### src/rtl/drac_pkg.sv
// Shared Lagarto (DRAC) core types used by the L1 dcache load/store request scheduler.
package drac_pkg;

    // Default number of XLATE cycles without a DTLB hit before a timeout is reported.
    localparam int unsigned DCACHE_TLB_TIMEOUT = 64;

    typedef enum logic [2:0] {
        IDLE,
        XLATE,
        LD_REQ,
        LD_TAG,
        LD_WAIT,
        DRAIN,
        ST_REQ,
        DONE
    } ldst_sched_state_t;

endpackage

### src/rtl/lagarto_dcache_req_sched.sv
// Single-outstanding load/store sequencer between the Lagarto memory stage and the
// L1 dcache load/store request ports: waits for DTLB translation, issues, completes or flushes.
module lagarto_dcache_req_sched
    import drac_pkg::*;
#(
    parameter int unsigned TLB_TIMEOUT = DCACHE_TLB_TIMEOUT,
    parameter int unsigned TMO_W       = $clog2(TLB_TIMEOUT)
) (
    input  logic clk_i,
    input  logic rst_i,
    input  logic req_valid_i,
    input  logic req_is_load_i,
    input  logic req_is_store_i,
    input  logic req_kill_i,
    output logic req_ready_o,
    output logic dtlb_req_o,
    input  logic dtlb_hit_i,
    output logic ld_req_valid_o,
    input  logic ld_gnt_i,
    output logic ld_tag_valid_o,
    output logic ld_kill_o,
    input  logic ld_resp_valid_i,
    output logic st_req_valid_o,
    input  logic st_gnt_i,
    output logic done_o,
    output logic xcpt_tmo_o,
    output logic busy_o
);

    localparam logic [TMO_W-1:0] TMO_LAST = TMO_W'(TLB_TIMEOUT - 1);

    ldst_sched_state_t r_state;
    logic [TMO_W-1:0]  r_cnt;
    logic              r_is_load;
    logic              r_xcpt_tmo;
    logic              w_accept;
    logic              w_run;

    assign w_accept = req_valid_i && (req_is_load_i ^ req_is_store_i) && !req_kill_i;

    // NOTE: all state lives in one clocked block written only with non-blocking
    // assignments, so every branch sees the pre-edge values of r_state and r_cnt.
    always_ff @(posedge clk_i) begin
        if (rst_i) begin
            r_state    <= IDLE;
            r_cnt      <= '0;
            r_is_load  <= 1'b0;
            r_xcpt_tmo <= 1'b0;
        end else begin
            case (r_state)
                IDLE: begin
                    if (w_accept) begin
                        r_state    <= XLATE;
                        r_is_load  <= req_is_load_i;
                        r_xcpt_tmo <= 1'b0;
                        r_cnt      <= '0;
                    end
                end
                XLATE: begin
                    // Kill beats a hit; a hit beats the timeout on the last cycle.
                    if (req_kill_i) begin
                        r_state <= IDLE;
                        r_cnt   <= '0;
                    end else if (dtlb_hit_i) begin
                        r_state <= r_is_load ? LD_REQ : ST_REQ;
                        r_cnt   <= '0;
                    end else if (r_cnt == TMO_LAST) begin
                        r_state    <= DONE;
                        r_xcpt_tmo <= 1'b1;
                        r_cnt      <= '0;
                    end else begin
                        r_cnt <= r_cnt + 1'b1;
                    end
                end
                LD_REQ: begin
                    if (ld_gnt_i) begin
                        r_state <= LD_TAG;
                    end else if (req_kill_i) begin
                        r_state <= IDLE;
                    end
                end
                LD_TAG: begin
                    r_state <= req_kill_i ? IDLE : LD_WAIT;
                end
                LD_WAIT: begin
                    if (ld_resp_valid_i) begin
                        r_state <= req_kill_i ? IDLE : DONE;
                    end else if (req_kill_i) begin
                        r_state <= DRAIN;
                    end
                end
                DRAIN: begin
                    if (ld_resp_valid_i) begin
                        r_state <= IDLE;
                    end
                end
                ST_REQ: begin
                    // Once granted the store is committed; a coincident kill is ignored.
                    if (st_gnt_i) begin
                        r_state <= DONE;
                    end else if (req_kill_i) begin
                        r_state <= IDLE;
                    end
                end
                DONE: begin
                    r_state <= IDLE;
                end
                default: begin
                    r_state <= IDLE;
                end
            endcase
        end
    end

    // Outputs decode the registered state and are forced low while reset is held,
    // including the cycle in which reset first arrives mid-operation.
    assign w_run = !rst_i;

    assign req_ready_o    = w_run && (r_state == IDLE);
    assign dtlb_req_o     = w_run && (r_state == XLATE);
    assign ld_req_valid_o = w_run && (r_state == LD_REQ);
    assign ld_tag_valid_o = w_run && (r_state == LD_TAG);
    assign ld_kill_o      = w_run && (r_state == LD_TAG) && req_kill_i;
    assign st_req_valid_o = w_run && (r_state == ST_REQ);
    assign done_o         = w_run && (r_state == DONE);
    assign xcpt_tmo_o     = w_run && (r_state == DONE) && r_xcpt_tmo;
    assign busy_o         = w_run && (r_state != IDLE);

endmodule
### config.mk
export PLATFORM = sky130hd
export DESIGN_NAME = lagarto_dcache_req_sched
export DESIGN_NICKNAME = d
export VERILOG_FILES = /design/src/rtl/drac_pkg.sv /design/src/rtl/lagarto_dcache_req_sched.sv
export SDC_FILE = /design/constraint.sdc
export NUM_CORES = 1
export LEC_CHECK = 0
export BUFFER_PORTS_ARGS = -buffer_cell sky130_fd_sc_hd__buf_2
export CAP_MARGIN = 15
export CORE_MARGIN = 4
export CORE_UTILIZATION = 35
export DETAILED_ROUTE_END_ITERATION = 8
export SYNTH_ARGS = -nofsm -noshare
export SYNTH_HDL_FRONTEND = slang
export SYNTH_SLANG_ARGS = --single-unit
### constraint.sdc
create_clock -name clk_i -period 2.6 [get_ports clk_i]
set_input_delay 0.13 -clock clk_i [delete_from_list [all_inputs] [get_ports clk_i]]
set_output_delay 0.13 -clock clk_i [all_outputs]
set_load 0.005 [all_outputs]
# [Word level (Yosys, flattened, before mapping)]
# Cells that the tools add are included.
[op_classes] bitwise=1 n_eq_ne=15 addsub=1 n_mux=24 reduce_logical=20
[ops] op="3-bit 2-to-1 mux" n=13
[ops] op="6-bit 2-to-1 mux" n=4
[ops] op="3-bit one-hot mux with 8 select lines" n=1
[ops] op="3-bit == test, second input constant" n=4
[ops] op="6-bit one-hot mux with 2 select lines" n=1
[ops] op="1-bit logical AND" n=11
[ops] op="2-bit != test, second input constant" n=5
[ops] op="6-bit by 1-bit adder with 6-bit output, second input constant" n=1
[ops] op="3-bit by 2-bit == test with 1-bit output, second input constant" n=2
[ops] op="6-bit == test, second input constant" n=1
[ops] op="5-bit AND reduction" n=1
[ops] op="1-bit 2-to-1 mux" n=4
[ops] op="4-bit != test, second input constant" n=1
[ops] op="2-bit AND reduction" n=2
[ops] op="4-bit AND reduction" n=1
[ops] op="3-bit by 1-bit == test with 1-bit output, second input constant" n=1
[ops] op="3-bit logical NOT" n=1
[ops] op="3-bit != test, second input constant" n=1
[ops] op="3-bit nonzero test" n=1
[ops] op="1-bit logical NOT" n=2
[ops] op="1-bit one-hot mux with 2 select lines" n=1
[ops] op="2-bit nonzero test" n=1
[ops] op="1-bit bitwise XOR" n=1
[totals] inputBits=10 output_inout_bits=9 reg_bits=11 elab_cells=65

# [Longest topological paths before layout]
[depth] ltp_word=5 mapped_depth=6 ltp_nobuf=5

# [Least setup slack after synthesis]
# Ideal clock, no wire load.
[synth_path] path_kind="register to register" startpoint="register r_state[2]" endpoint="register r_cnt[5]" t_arrival_ps=1889 setup_time_ps=74 period_less_slack_ps=1964 slack_ps=636 required_ps=2526 n_path_buf=2 stages_incl_launch_ff=7 cell_sequence="dfxtp_1 buf_6 or4b_4 buf_6 a311o_1 or3_1 a31oi_1"
[synth_between] elab_chain_len=3 word_cells_on_any_way=6 classes_between="2 x eq/ne; 1 x mux; 3 x reduce/logical"
[synth_lines] element="start, declared" line="lagarto_dcache_req_sched.sv:32" source="ldst_sched_state_t r_state;"
[synth_lines] element="start signal, assigned" line="lagarto_dcache_req_sched.sv:65" source="r_state <= r_is_load ? LD_REQ : ST_REQ;"
[synth_lines] element="start signal, assigned" line="lagarto_dcache_req_sched.sv:83" source="r_state <= req_kill_i ? IDLE : LD_WAIT;"
[synth_lines] element="start signal, assigned" line="lagarto_dcache_req_sched.sv:87" source="r_state <= req_kill_i ? IDLE : DONE;"
[synth_lines] element="3-bit by 1-bit == test with 1-bit output or 3-bit logical NOT (tied branches)" line="lagarto_dcache_req_sched.sv:50" source="case (r_state)"
[synth_lines] element="2-bit nonzero test (no source line) or 2-bit != test (tied branches)"
[synth_lines] element="2-bit AND reduction (no source line)"
[synth_lines] element="end signal, assigned" line="lagarto_dcache_req_sched.sv:72" source="r_cnt <= r_cnt + 1'b1;"
[synth_lines] element="end, declared" line="lagarto_dcache_req_sched.sv:33" source="logic [TMO_W-1:0] r_cnt;"
# Several ways; a longest one is shown, not always the timed one.
# A chain may end at the register's enable or synchronous reset.

# [Worst setup path in the final report]
[layout_path] startpoint="register r_state[0]" endpoint="register r_cnt[5]"
# Same word-level chain as after synthesis.

==> results.md <==
* Tmin final at 2.11 ns
* Post-CTS setup buffer count at 0
* Htree depth at 1
* CTS buffer count at 3
* Clock skew at 0.0126 ns
* Area Overhead vs Synth at 15.4%
* Resized cells post-CTS at 0
* # rows at 16
* CTS tree: done
* # hold bufs at CTS at 0
* Initial DRC count at 7
* Final setup fails at 0
* Synth Cell Area at 729 µm²
* Gpl congestion at 0.893
* Vias per cell at 5.56
* Footprint of the multi-input gates at 468 µm²
* Final wirelength at 1780 µm
* Critical path arrival at 2.32 ns
* Routed length per instance at 13.3 µm
* Number of diodes at 0
* Outcome: completed
* Syn avg cell area at 8.02 µm²
* Sink Count at 11
* Routed Antenna Nets at 0
* Post-route DRC violation count at 0
* Min-delay src: req_is_load_i
* Core Area at 0.00196 mm²
* Fmax at 0.475 GHz
* Global-route wire length before repair at 2880 µm
* Lkg Pwr at 0.335 nW
* Vias in the first global route at 628
* FF-to-FF Start: r_state[0]
* Max transition margin at 66.0%
* Post-synthesis sequential area ratio at 30.2%
* Ys Warns at 0
* MaxCap Viol Count at 0
* Commonest non-fill, non-tap cells in the layout: buf_2 (18), dfxtp_1 (11), nor3_1 (7), a21oi_1 (7), nor2_1 (6)
* Layout cell share with drive strength beyond 1 at 21.5%
* Crit path from: r_state[0]
* Die Y at 53.7 µm
* Post-layout util at 42.9%
* Library cells used by synthesis at 33
* Die Wd at 53.7 µm
* Reg area at 220 µm²
* Worst EP required at 2.81 ns
* DR pass1 iterations at 4
* HP Class: primary input to flip-flop
* Clk_lat worst skew at 0.28 ns
* Fin nets at 119
* Startpoint Class: flip-flop
* DP Wirelength at 1290 µm
* CTS max path bufs at 2
* Peak supply drop at 0.249 mV
* Power per Cell Area at 506 mW/mm²
* Setup TNS Final at 0 ns
* Total track usage at 13.8%
* Net count after synthesis at 102
* Largest net degree at the start of global routing at 18
* Least-Margin Pin Slew at 0.509 ns
* Port Buffer Count at 18
* Final hold violations at 0
* I/O Pins at 19
* Register bit total from synthesis at 11
* Slew Limit Fails at 0
* Clock transition at path regs at 0.08 ns
* Setup CP Type: flip-flop to flip-flop
* Root buffer cell: clkbuf_4
* Initial antenna violation count at 0
* Grt total ovfl at 0
* RSZ-0062 raised after global routing: false
* Synthesized instance count at 91
* CP endpoint kind: flip-flop
* Initial Util at 37.2%
* Fin crit share at 81.0%
* Layout fillers at 219
* Most common cell after layout, fill and taps aside: buf_2
* Total die area at 0.00288 mm²
* CP Max Fanout at 14
* Via Count at 745
## synthesized netlist by cell type
cell	n	area [µm²]
and3_1	3	18.8
a31oi_1	2	12.5
a311o_1	1	10.0
a21boi_0	1	7.51
or4b_4	1	13.8
nand3_1	4	20.0
and2_1	1	6.26
o21bai_1	1	7.51
nor4_1	1	6.26
a211oi_1	2	15.0
o31ai_1	3	22.5
nor2b_1	1	6.26
inv_1	1	3.75
nand2b_1	4	25.0
a21oi_1	7	35.0
nor3_1	7	35.0
a21bo_2	1	10.0
nand3b_1	1	7.51
and3b_1	2	17.5
ha_1	1	12.5
nor2_1	6	22.5
clkbuf_1	4	15.0
mux2i_1	2	20.0
dfxtp_1	11	220
xor2_1	1	8.76
o21ai_0	5	25.0
buf_6	2	22.5
or3_1	3	18.8
nor3b_1	3	22.5
a41oi_1	1	8.76
o22ai_1	1	6.26
nand2_1	3	11.3
a311oi_1	4	35.0
## cells by family after synthesis
kind of cell / share of synthesized area [%]
AO/OA/AOI/OAI: 26.8
XOR/XNOR: 1.20
adder cells (fa/ha/maj): 1.71
buffers and inverters: 5.66
flip-flops: 30.2
multiplexers: 2.74
AND/OR/NAND/NOR: 31.7
## cell type report
cell class	instances	share of cell area, %
multi-input combinational	73	55.6
inverter	1	0.446
sequential	11	26.2
clock buffer	4	3.12
timing repair buffer	18	10.7
tap	27	4.01
## flip-flops by register name, indices dropped and copies added, names as in the netlist
| register | cells |
|---|---|
| r_xcpt_tmo | 1 |
| r_is_load | 1 |
| r_cnt | 6 |
| r_state | 3 |
## worst paths after layout
kind                            slack, ns         to  cells past startpoint
worst max-delay path                 0.49   r_cnt[5]                      4
worst min-delay path                 0.12  r_is_load                      3
worst max register to register       0.49   r_cnt[5]                      4
worst min register to register       0.48   r_cnt[1]                      2
## critical path, cell delays in order, from the launching register on
cell and delay (ns):
dfxtp_1 0.56, or4b_4 0.56, a311o_1 0.39, or3_1 0.36, a31oi_1 0.17
## metrics by stage
stage	power, mW	hold WS, ns	instances	setup WS [ns]	area, µm²
after floorplan	0.280	0.202	91	0.636	729
after global placement	0.307	0.392	130	0.563	816
after detailed placement	0.308	0.396	130	0.508	816
after CTS	0.427	0.115	134	0.487	842
after global routing	0.459	0.159	134	0.357	842
final	0.426	0.119	134	0.494	842
## power breakdown
group	switching, mW	leakage [nW]	internal, mW	total, mW
Combinational	0.0595	0.231	0.0501	0.110
Sequential	0.0195	0.0889	0.176	0.195
Clock	0.0614	0.0150	0.0595	0.121
Total	0.140	0.335	0.286	0.426
## routing by layer
metal,routed length (µm),vias up,track usage (%)
met5,0,-,0
met4,51,0,7.66
met3,89,5,3.32
met2,743,25,18.2
met1,895,336,20.1
li1,-,379,-
(Power assumes the default switching activity.)
